**src/rtl/pwm_capture.sv**
```systemverilog
// PWM duty-cycle capture: counts high samples over 2^N-cycle frames aligned to frame_sync.
// Optional build macro PWM_CAPTURE_DEGLITCH_EN adds a 3-tap majority filter on the pulse input.
module pwm_capture #(
  parameter int N        = 8,
  parameter bit FREE_RUN = 1'b0
) (
  input  logic         clk,
  input  logic         rst,
  input  logic         pulse_in,
  input  logic         frame_sync,
  output logic [N-1:0] digital_out,
  output logic         valid,
  output logic         sat,
  output logic         resync,
  output logic         locked
);

  typedef enum logic {SEEK = 1'b0, MEASURE = 1'b1} state_t;

  localparam logic [N-1:0] CYC_LAST = '1;
  localparam logic [N-1:0] CYC_ONE  = N'(1);

  logic p_meta_q, p_sync_q;
  logic fs_meta_q, fs_sync_q;
  logic s, fs_d;

  always_ff @(posedge clk) begin
    if (rst) begin
      p_meta_q  <= 1'b0;
      p_sync_q  <= 1'b0;
      fs_meta_q <= 1'b0;
      fs_sync_q <= 1'b0;
    end else begin
      p_meta_q  <= pulse_in;
      p_sync_q  <= p_meta_q;
      fs_meta_q <= frame_sync;
      fs_sync_q <= fs_meta_q;
    end
  end

`ifdef PWM_CAPTURE_DEGLITCH_EN
  // Majority of a clean edge tracks the middle tap, so frame_sync gets one matching stage.
  logic p_h1_q, p_h2_q, fs_dly_q;

  always_ff @(posedge clk) begin
    if (rst) begin
      p_h1_q   <= 1'b0;
      p_h2_q   <= 1'b0;
      fs_dly_q <= 1'b0;
    end else begin
      p_h1_q   <= p_sync_q;
      p_h2_q   <= p_h1_q;
      fs_dly_q <= fs_sync_q;
    end
  end

  assign s    = (p_sync_q & p_h1_q) | (p_sync_q & p_h2_q) | (p_h1_q & p_h2_q);
  assign fs_d = fs_dly_q;
`else
  assign s    = p_sync_q;
  assign fs_d = fs_sync_q;
`endif

  state_t         state_q;
  logic [N-1:0]   cyc_q;
  logic [N:0]     hi_q;
  logic [N-1:0]   dout_q;
  logic           valid_q, sat_q, resync_q, locked_q;

  logic [N:0]     total;
  logic           fs_misaligned;

  // hi_q never exceeds 2^N-1 before the last sample, so total fits in N+1 bits.
  assign total         = hi_q + {{N{1'b0}}, s};
  assign fs_misaligned = !FREE_RUN && fs_d && (cyc_q != '0);

  always_ff @(posedge clk) begin
    if (rst) begin
      state_q  <= FREE_RUN ? MEASURE : SEEK;
      locked_q <= FREE_RUN;
      cyc_q    <= '0;
      hi_q     <= '0;
      dout_q   <= '0;
      valid_q  <= 1'b0;
      sat_q    <= 1'b0;
      resync_q <= 1'b0;
    end else begin
      valid_q  <= 1'b0;
      resync_q <= 1'b0;
      if (state_q == SEEK) begin
        if (fs_d) begin
          state_q  <= MEASURE;
          locked_q <= 1'b1;
          cyc_q    <= CYC_ONE;
          hi_q     <= {{N{1'b0}}, s};
        end
      end else begin
        if (fs_misaligned) begin
          // Also covers a strobe on the last sample: that frame is dropped, not reported.
          resync_q <= 1'b1;
          cyc_q    <= CYC_ONE;
          hi_q     <= {{N{1'b0}}, s};
        end else if (cyc_q == CYC_LAST) begin
          dout_q  <= total[N] ? CYC_LAST : total[N-1:0];
          sat_q   <= total[N];
          valid_q <= 1'b1;
          cyc_q   <= '0;
          hi_q    <= '0;
        end else begin
          cyc_q <= cyc_q + CYC_ONE;
          hi_q  <= total;
        end
      end
    end
  end

  assign digital_out = dout_q;
  assign valid       = valid_q;
  assign sat         = sat_q;
  assign resync      = resync_q;
  assign locked      = locked_q;

endmodule

```
**config.mk**
```make
export PLATFORM = sky130hd
export DESIGN_NAME = pwm_capture
export DESIGN_NICKNAME = d
export VERILOG_FILES = /design/src/rtl/pwm_capture.sv
export SDC_FILE = /design/constraint.sdc
export NUM_CORES = 1
export LEC_CHECK = 0
export BUFFER_PORTS_ARGS = -buffer_cell sky130_fd_sc_hd__buf_4
export CAP_MARGIN = 0
export CORE_MARGIN = 2
export CORE_UTILIZATION = 64
export CTS_BUF_LIST = sky130_fd_sc_hd__clkbuf_8
export DETAILED_ROUTE_END_ITERATION = 7
export PLACE_DENSITY = 0.86
export SLEW_MARGIN = 30
export SYNTH_ARGS = -nofsm -noshare
export SYNTH_HDL_FRONTEND = slang
export SYNTH_SLANG_ARGS = --single-unit
```
**constraint.sdc**
```tcl
create_clock -name clk -period 4.15 [get_ports clk]
set_clock_uncertainty 0.15 [all_clocks]
set_input_delay 0.415 -clock clk [delete_from_list [all_inputs] [get_ports clk]]
set_output_delay 0.415 -clock clk [all_outputs]
set_load 0.01 [all_outputs]
```
==> out/qor.txt <==
DP Cell Count: 201
initial core utilization: 69.0%
Avg Cell Area, Syn: 9.28 sq um
initial antenna violation count: 0
CP max FO: 16
mux cell area share after synthesis: 1.38%
R2R Path End: hi_q[0]$_SDFFE_PP0P_
first-pass GRT wire length: 5300 um
Final Hold Viols: 0
Syn Nets: 175
Total Wirelength: 3260 um
area grow syn2layout: 13.2%
initial DRC count: 55
post-synthesis sequential area ratio: 44.2%
CTS sink count: 34
commonest non-fill, non-tap cells in the layout: dfxtp_1 (34), buf_4 (15), a31oi_1 (13)
post-synth cell types: 38
hold-fix buffer count after cts: 0
largest net degree at the start of global routing: 22
critical path's largest stage delay: 0.49 ns
vias in the first global route: 1161
Worst Hold Path Cells: 2
CP Cell Sequence: inv_1, ha_1, or4b_4, o22ai_2, mux2_2, a22o_1
Peak VDD IR: 0.327 mV
I/O Buffers: 15
Post-Syn Area: 0.00154 sq mm
register area: 681 sq um
share of layout cells above drive strength 1: 15.6%
XOR/XNOR Fraction of Synth Area: 3.98%
Die Area: 0.00281 sq mm
post-route insts no fill: 207
I/O pin cnt: 16
setup violators final: 0
cells after synthesis: 166
DRC Markers: 0
compound-gate portion of the synthesized area: 19.0%
startpoint types: register
cell at the slowest stage of the critical path: o22ai_2
leakage power: 0.000680 uW
critical path type: register to register
kind of cell adding the most delay to the critical path: compound AO/OA/AOI/OAI gates
CTS clock-pin slew for the worst setup and hold paths: 0.06 ns
gpl congestion: 0.873
Synth top area share: 44.2%
Root Driver: clkbuf_8
Worst Reg-to-Reg Cells: 6
synthesized-area fraction occupied by adder cells: 4.06%
Die Span X: 53.1 um
main combinational cell family by area after synthesis: simple AND/OR/NAND/NOR gates
Reg2Reg Setup Slack: 1.72 ns
Final Util: 78.0%
Vias: 1305
Synth Register Bits: 34
period utilization: 58.6%
CP arrival: 2.45 ns
worst min-delay path class: input port to register
ant diodes: 0
number of placement rows: 17
height of the die: 53.1 um
commonest non-fill, non-tap cell in the layout: dfxtp_1
CP endpoint kind: register
run status: complete, no violations
start point of the critical path: cyc_q[0]$_SDFFE_PP0P_
Critical Path RT: 4.17 ns
TritonCTS clock tree: yes
post-CTS resize count: 0
cell taking the most area after synthesis: dfxtp_1
worst r2r src: cyc_q[0]$_SDFFE_PP0P_
min cycle time layout: 2.43 ns
hold path endpoint: p_meta_q$_SDFF_PP0_
top cells by area, synth: dfxtp_1 (44%), a31oi_1 (5.3%), ha_1 (4.1%), a22oi_1 (3.4%), nand2b_1 (3.2%)
Pre-antenna DRT Iters: 4
routed wire length per instance: 15.8 um
post-CTS setup repair buffer count: 0
total power: 616 uW
Levels on crit path: 6
Nets: 189
fill count: 152
Max-slew headroom: 47.0%
Post-Synth Simple-Gate Area: 23.6%
P per Cell Area: 353 mW/mm^2
Hold Startpoint: pulse_in
remaining global-route overflow: 0
Final ANT Viol Nets: 0
DPL Wire Length: 2220 um
Setup TNS Final: 0 ns
Pins Over Slew Limit: 0
vias per inst: 6.30
RSZ-0062 raised after global routing: false
YS warnings: 0
maxcap violations: 0
Placeable Area: 0.00223 sq mm
Hold Slack: 0.195 ns
buffer and inverter count on the worst path: 1
Peak Freq: 411 MHz
H-tree depth: 2
Worst-Margin Slew: 0.795 ns
clk buf depth: 2
CTS Buf Count: 5
Total GRT Usage: 26.6%
Skew-Pair Late Insertion Delay: 0.28 ns
area of the multi-input gates: 806 sq um
==> cell usage after synthesis <==
cell type	instances
and3_1	2
o2bb2ai_1	1
and4_1	2
o41ai_4	1
a31oi_1	13
nor2b_1	4
nand3_1	7
o21a_1	1
inv_1	7
a22o_1	1
nand3b_1	4
nand3_4	1
o22ai_2	1
nor3_1	4
mux2_2	1
xor2_1	2
o211ai_1	1
dfxtp_1	34
mux2i_1	1
a41oi_1	1
a21oi_1	5
and2_1	3
buf_2	2
a22oi_1	7
a311oi_1	1
and4bb_2	1
a2111oi_0	1
nand2_1	10
nand2b_1	8
clkbuf_1	6
or3_1	1
nor2_1	10
or4b_4	1
o21ai_0	7
nand4_1	3
or4b_1	1
xnor2_1	5
ha_1	5
==> area by class of cell <==
| class | instances | area share, % |
|---|---|---|
| multi-input combinational | 117 | 46.2 |
| timing repair buffer | 15 | 6.46 |
| inverter | 7 | 1.51 |
| sequential | 34 | 39.1 |
| clock buffer | 6 | 4.74 |
| tap | 28 | 2.01 |
==> worst reg2reg max path: stages (launching register included) <==
cell,delay (ns)
dfxtp_1,0.36
inv_1,0.08
ha_1,0.13
or4b_4,0.48
o22ai_2,0.49
mux2_2,0.42
a22o_1,0.21
==> flip-flops by register name, indices dropped and copies added, names as in the netlist <==
| register | count |
|---|---|
| hi_q | 9 |
| cyc_q | 8 |
| digital_out | 8 |
| fs_d | 1 |
| fs_meta_q | 1 |
| locked | 1 |
| p_meta_q | 1 |
| p_sync_q | 1 |
| resync | 1 |
| sat | 1 |
| state_q | 1 |
| valid | 1 |
==> logic make-up (layout without fill, tap and decap cells) <==
kind of cell	count (synthesis)	count (layout)
mux	2	2
flops	34	34
fa+ha+maj	5	5
simple gates	62	62
compound gates	41	41
buf+inv	15	28
xor+xnor	7	7
==> metal layers <==
layer / vias to the layer above / part of all wire, % / global-route usage (%)
li1: 628 / - / -
met2: 40 / 49 / 40.4
met5: - / 0 / 0
met3: 7 / 4.4 / 5.93
met1: 630 / 45 / 35.6
met4: 0 / 1.7 / 12.8
==> through the flow <==
stage	area, sq um	setup WS, ns
detailed placement	1660	1.75
global route	1740	1.61
floorplan	1540	2.16
finish	1740	1.72
global placement	1660	1.86
CTS	1740	1.74
==> worst max path at each step <==
stage                                   to
2_1_floorplan  digital_out[2]$_SDFFE_PP0P_
6_report              hi_q[0]$_SDFFE_PP0P_
3_3_place_gp          hi_q[0]$_SDFFE_PP0P_
3_5_place_dp          hi_q[0]$_SDFFE_PP0P_
4_1_cts               hi_q[0]$_SDFFE_PP0P_
5_1_grt        digital_out[3]$_SDFFE_PP0P_
==> power breakdown <==
group / internal, uW / total [uW] / switching, uW
Combinational: 14.8 / 37.8 / 23.0
Clock: 128 / 240 / 113
Sequential: 331 / 337 / 6.12
Note: power is estimated with default switching activity, not from simulation.
